**src/rtl/issue_scoreboard.sv**
```systemverilog
// issue_scoreboard: issue-stage hazard controller.
// Tracks pending register writes and the shared write port.
module issue_scoreboard #(
  parameter int N_REGS  = 32,
  parameter int MUL_LAT = 5,
  parameter int LD_USE  = 2,
  parameter int WB_ALU  = 3,
  parameter int WB_MUL  = 6
) (
  input  logic              clk,
  input  logic              rst_n,
  input  logic              dec_valid,
  input  logic [4:0]        dec_r1,
  input  logic [4:0]        dec_r2,
  input  logic              dec_uses_r1,
  input  logic              dec_uses_r2,
  input  logic [4:0]        dec_dst,
  input  logic              dec_flag_reg,
  input  logic              dec_flag_mul,
  input  logic              dec_flag_mem,
  input  logic              dec_flag_store,
  input  logic              pipe_freeze,
  output logic              stall,
  output logic              issue,
  output logic [N_REGS-1:0] busy_regs
);

  localparam int CW = $clog2(MUL_LAT + 1);

  // r0 has no counter: it can never be pending
  logic [CW-1:0]     cnt [1:N_REGS-1];
  logic [N_REGS-1:0] busy;

  // bit k: write port taken k cycles ahead;
  // bit WB_MUL is only ever the zero fill
  logic [WB_MUL:1]   wbres;
  logic [WB_MUL:1]   wbres_nxt;

  logic is_mul;
  logic is_load;
  logic is_alu;
  logic writes;
  logic raw;
  logic waw;
  logic wbc;
  logic upd;

  // per-register busy vector from the counters
  always_comb begin
    busy = '0;
    for (int i = 1; i < N_REGS; i++) begin
      busy[i] = (cnt[i] != '0);
    end
  end

  assign busy_regs = busy;

  // instruction class decode, mul takes priority
  always_comb begin
    is_mul  = 1'b0;
    is_load = 1'b0;
    is_alu  = 1'b0;
    unique case (1'b1)
      dec_flag_mul:
        is_mul = 1'b1;
      (!dec_flag_mul && dec_flag_mem &&
       !dec_flag_store):
        is_load = 1'b1;
      (!dec_flag_mul &&
       !(dec_flag_mem && !dec_flag_store) &&
       dec_flag_reg):
        is_alu = 1'b1;
      default: ;
    endcase
  end

  assign writes = dec_flag_reg &&
                  (dec_dst != 5'd0);

  assign raw = (dec_uses_r1 && busy[dec_r1]) ||
               (dec_uses_r2 && busy[dec_r2]);

  assign waw = writes && busy[dec_dst];

  assign wbc = writes &&
               (is_mul ? wbres[WB_MUL]
                       : wbres[WB_ALU]);

  assign stall = dec_valid && (raw || waw || wbc);

  assign issue = dec_valid && !stall &&
                 !pipe_freeze;

  assign upd = issue && writes;

  // age reservations and book the new writer
  always_comb begin
    wbres_nxt = wbres >> 1;
    if (upd && is_mul)
      wbres_nxt[WB_MUL-1] = 1'b1;
    if (upd && (is_load || is_alu))
      wbres_nxt[WB_ALU-1] = 1'b1;
  end

  // counter and reservation state, held on freeze
  always_ff @(posedge clk) begin
    if (!rst_n) begin
      for (int i = 1; i < N_REGS; i++) begin
        cnt[i] <= '0;
      end
      wbres <= '0;
    end else if (!pipe_freeze) begin
      wbres <= wbres_nxt;
      for (int i = 1; i < N_REGS; i++) begin
        if (upd && is_mul &&
            dec_dst == 5'(i))
          cnt[i] <= CW'(MUL_LAT - 1);
        else if (upd && is_load &&
                 dec_dst == 5'(i))
          cnt[i] <= CW'(LD_USE - 1);
        else if (cnt[i] != '0)
          cnt[i] <= cnt[i] - CW'(1);
      end
    end
  end

endmodule
```
**config.mk**
```make
export PLATFORM = sky130hd
export DESIGN_NAME = issue_scoreboard
export DESIGN_NICKNAME = d
export VERILOG_FILES = /design/src/rtl/issue_scoreboard.sv
export SDC_FILE = /design/constraint.sdc
export NUM_CORES = 1
export LEC_CHECK = 0
export CORE_ASPECT_RATIO = 2
export CORE_MARGIN = 8
export CORE_UTILIZATION = 55
export CTS_CLUSTER_SIZE = 16
export DETAILED_ROUTE_END_ITERATION = 10
export PLACE_DENSITY = 0.86
export SLEW_MARGIN = 20
export SYNTH_ARGS = -nofsm -noshare
export SYNTH_HDL_FRONTEND = slang
export SYNTH_SLANG_ARGS = --single-unit
```
**constraint.sdc**
```tcl
create_clock -name clk -period 9.09 [get_ports clk]
set_input_delay 1.818 -clock clk [delete_from_list [all_inputs] [get_ports clk]]
set_output_delay 1.818 -clock clk [all_outputs]
set_load 0.005 [all_outputs]
```
# Word level (Yosys, flattened, before mapping)
# Memories as Yosys holds them, arrays and structs flattened.
# Cells that the tools add are included.
# W data, S select, Z words.
# totals
romBits,0
out_inout_bits,34
latchBits,0
n_memories,1
regBits,5
elab_cells,851
ramBits,93
input_bits,25
# mem_list
name,words,width,read_ports,rd_ports_with_merged_regs,wr,line_no,text
cnt,31,3,31,0,31,31,logic [CW-1:0] cnt [1:N_REGS-1];
# op_classes
magnitude_cmp,3
n_eq_ne,31
n_reduce_logical,120
n_addsub,31
n_mux,571
n_bitwise,93
div,0
n_shift,0
multipliers,0
# op_table
operator,n
$mux W1,475
$mux W3,93
$or A1 B1 Y1,93
$reduce_bool A3 Y1,31
$sub A3 B1 Y3 const B,31
$eq A5 B5 Y1 const B,16
$logic_and A1 B1 Y1,79
$eq A5 B4 Y1 const B,8
$eq A5 B3 Y1 const B,4
$lt A5 B6 Y1 const B,3
$bmux W1 S5,3
$eq A5 B2 Y1 const B,2
$eq A5 B1 Y1 const B,1
$logic_not A1 Y1,5
$reduce_bool A5 Y1,1
$logic_or A1 B1 Y1,4

# Longest topological paths before layout
# An unclocked memory read counts as a cell.
# logic_depth
word_depth,22
mapped_depth,11
mapped_depth_nobuf,9

# Worst setup path before layout
# OpenSTA, ideal clock, no wires.
# synth_path
path_type,input -> output
start,in dec_dst[0]
end,out issue
t_required_ps,7272
cell_stages,7
slack_ps,3862
n_path_buf,1
arrival_ps,3410
cell_sequence,buf_2 -> nor2b_1 -> a221oi_1 -> mux2_2 -> o221ai_2 -> or3b_2 -> and4_1
# synth_via
elab_chain_cells,9
word_cells_on_any_way,12
classes_between,2 x mux; 10 x reduce/logical
# synth_lines
item,line_no,text
from (decl),17,"input logic [4:0] dec_dst,"
$bmux W1 S5 or $reduce_bool A5 Y1 (tied branches),"83, 78",
$mux W1 (not written as such) or $logic_and A1 B1 Y1 (tied branches),"83, 77",
$logic_and A1 B1 Y1,83,assign waw = writes && busy[dec_dst];
$logic_or A1 B1 Y1,89,assign stall = dec_valid && (raw || waw || wbc);
$logic_or A1 B1 Y1 *,89,
$logic_and A1 B1 Y1 *,89,
$logic_not A1 Y1 *,91,assign issue = dec_valid && !stall &&
$logic_and A1 B1 Y1 * (2 in series),91,
to (decl),24,"output logic issue,"
# Every way passes the cells marked *; elsewhere a longest branch is shown, timed or not. The select of a mux whose other input is x is not followed.

# Worst setup path in the final report
# layout_path
start,in dec_r2[2]
end,out issue
# layout_via
elab_chain_cells,10
# layout_lines
item,line_no,text
from (decl),14,"input logic [4:0] dec_r2,"
$bmux W1 S5,81,(dec_uses_r2 && busy[dec_r2]);
$mux W1 (not written as such),81,
$logic_and A1 B1 Y1,81,
$logic_or A1 B1 Y1,80,assign raw = (dec_uses_r1 && busy[dec_r1]) ||
$logic_or A1 B1 Y1 (2 in series),89,
$logic_and A1 B1 Y1,89,
$logic_not A1 Y1,91,
$logic_and A1 B1 Y1 (2 in series),91,
# No other way between the ends. The select of a mux whose other input is x is not followed.

==> qor.txt <==
Row Count: 64
fmax: 145 MHz
Boundary Pins: 59
Worst Path Required: 7.27 ns
Mapped Cells: 978
grt ovf: 0
Worst Hold Endpoint: wbres[5]
crit path time final: 6.88 ns
crit-path cells: clkdlybuf4s50_1 > or3b_2 > a211oi_1 > nor4_1 > a22oi_1 > and4b_1 > and4_1 > clkdlybuf4s50_1
fin crit share: 75.7%
slowest stage delay, CP: 0.82 ns
Sum Neg Setup Slack: 0 ns
crit path launch: dec_r2[2]
Via density: 6.75
PwrDens: 149 nW/um2
share of cells above drive strength 1: 7.77%
Max VDD drop: 0.000113 V
Sink Count: 96
Die Area: 20000 um2
hold_ws: 0.483 ns
cts repair resizes: 0
Worst-Margin Slew: 0.956 ns
Post-synth EDFFs: 93
multi-input gate area in the final layout: 4980 um2
die height: 192 um
R2R Setup Slk: 5.08 ns
CTS Buffer Depth: 2
Slew Viols, Final: 0
root buffer selected by CTS: clkbuf_16
max_slew headroom: 36.3%
crit path max-delay cell type: clkdlybuf4s50_1
core area: 15200 um2
Hold Startpoint: wbres[5]
Placer Congestion: 1.02
Iteration-0 DRC Markers: 807
most common cell in the netlist: edfxtp_1
PnR Total Power: 1.39 mW
largest net degree at the start of global routing: 88
Total GRT Usage: 26.1%
antenna violations before repair: 1
Nets: 1047
Worst Hold Depth: 2
RSZ-0062 raised after global routing: false
TritonCTS clock tree: yes
crit end category: primary output
Fin. Hold Viols: 0
number of H-tree levels: 3
#FFs+latches synth: 96
CTS Hold Buffers Added: 0
Top FF cell, synth: edfxtp_1
NetSw: 0.461 mW
hold crit path type: reg2reg
Setup crit start kind: input port
Total Wirelength: 25600 um
DR pass1 iterations: 8
ys async rst share: 0%
Syn-to-layout area delta: 9.51%
Post-CTS Setup Bufs: 0
CTS buffer count: 9
Reg2Reg Launch Point: cnt[0][39]
reg2reg path depth: 10
Residual DRC: 0
Clk pin slew, worst setup/hold paths: 0.06 ns
P_leak: 3.21 nW
Worst R2R End: cnt[0][18]
Sequential Power Share: 39.8%
maxcap violations: 0
total number of vias: 7857
unique cell type count in the Yosys netlist: 62
Avg WL per Cell: 22.0 um
CP Class: in2out
vias in the first global route: 7629
cell mode on critical path: clkdlybuf4s50_1
Synth Net Count: 1065
Avg Synthesized Cell Area: 8.73 um2
worst skew pair latency: 0.36 ns
Commonest cells post-synth: edfxtp_1, nor3_1, inv_1
status: finished, final reports clean
Top delay family on crit path: buffers and inverters
yosys warns: 0
CP arrival: 5.06 ns
post-synthesis sequential area ratio: 33.4%
Reg area: 2850 um2
# port buffers: 57
Die W: 104 um
Clock power frac: 29.0%
clock skew: 0.0120 ns
Routed Antenna Nets: 0
Yosys top cell by area: edfxtp_1
mapped cell area: 8540 um2
FILL cells: 1304
HPWL Detailed: 17700 um
Comb power frac: 31.2%
first-pass GRT wire length: 41200 um
Final setup viols: 0
initial core utilization: 56.1%
switch share: 33.0%
Worst Path Max Fanout: 21
Buffers & Inverters on Critical Path: 2
Yosys top cell area share: 32.7%
Synth area leaders: edfxtp_1, ha_1, nor3_1
internal power: 0.933 mW
kinds of logic (layout without fill, tap and decap cells):
group,Yosys count,in the layout,share of synthesized area [%]
simple gates,361,361,22.6
compound gates,228,228,18.6
fa+ha+maj,62,62,9.09
xor+xnor,24,24,2.46
buf+inv,179,166,8.84
flops,96,96,33.4
mux,27,27,4.92
other cells,1,2,0.0439
routing by layer:
| layer | vias to the layer above | GRT usage, % | share of wire, % |
|---|---|---|---|
| met2 | 453 | 44.2 | 50 |
| li1 | 3556 | - | - |
| met1 | 3706 | 28.1 | 34 |
| met5 | - | 0 | 0 |
| met3 | 142 | 4.54 | 8.2 |
| met4 | 0 | 21.3 | 8.0 |
metrics by stage:
step           cells  instance area (um2)  util [%]  setup slack (ns)
6_report        1164                 9350      61.4              2.21
2_1_floorplan    978                 8540         -              3.86
3_3_place_gp    1147                 9040      59.4              2.28
4_1_cts         1163                 9350      61.4              2.25
3_5_place_dp    1147                 9040      59.4              2.26
5_1_grt         1164                 9350      61.4              2.14
placed cells by master (no fill, tap or decap), types with 9 or more instances in the layout:
master            n
mux4_2           11
o2111ai_1        47
clkbuf_16         9
clkdlybuf4s50_1  57
nor3_1           87
buf_4            12
ha_1             62
nand3_1          70
edfxtp_1         93
o211ai_1         43
xor2_1           24
nand2_1          43
nand3b_1          9
o21ai_0          45
and2_1           26
nand2b_1         26
nor2b_1          12
o21ai_1          43
nor2_1           41
mux2_2           10
inv_1            75
how the worst max path moves through the flow:
stage	depth (start not counted)	slack, ns	to
after global placement	8	2.28	issue
final	8	2.21	issue
after global routing	8	2.14	issue
after detailed placement	8	2.26	issue
after CTS	8	2.25	issue
after floorplan	7	3.86	issue
final cells by class:
cell class	instances	area share, %
Inverter	81	3.25
Clock inverter	4	0.736
Tap cell	198	2.65
Sequential cell	96	30.5
Multi-Input combinational cell	703	53.2
Clock buffer	12	2.53
Antenna cell	1	0.0268
Timing Repair Buffer	69	7.07
state kept, by name, indices dropped and copies added (netlist names):
register	cells
cnt	93
wbres	3
power by group through the flow:
stage	registers, mW	logic [mW]	clock network, mW
finish	0.555	0.435	0.404
global route	0.560	0.475	0.422
CTS	0.555	0.428	0.406
detailed placement	0.565	0.425	0
global placement	0.563	0.419	0
floorplan	0.559	0.295	0
worst min-delay path, cell delays in order (launching register included):
cell     delay (ns)
dfxtp_1        0.31
nand3_1        0.07
o31ai_1        0.06
No activity file was read; power rests on OpenSTA's default activity.
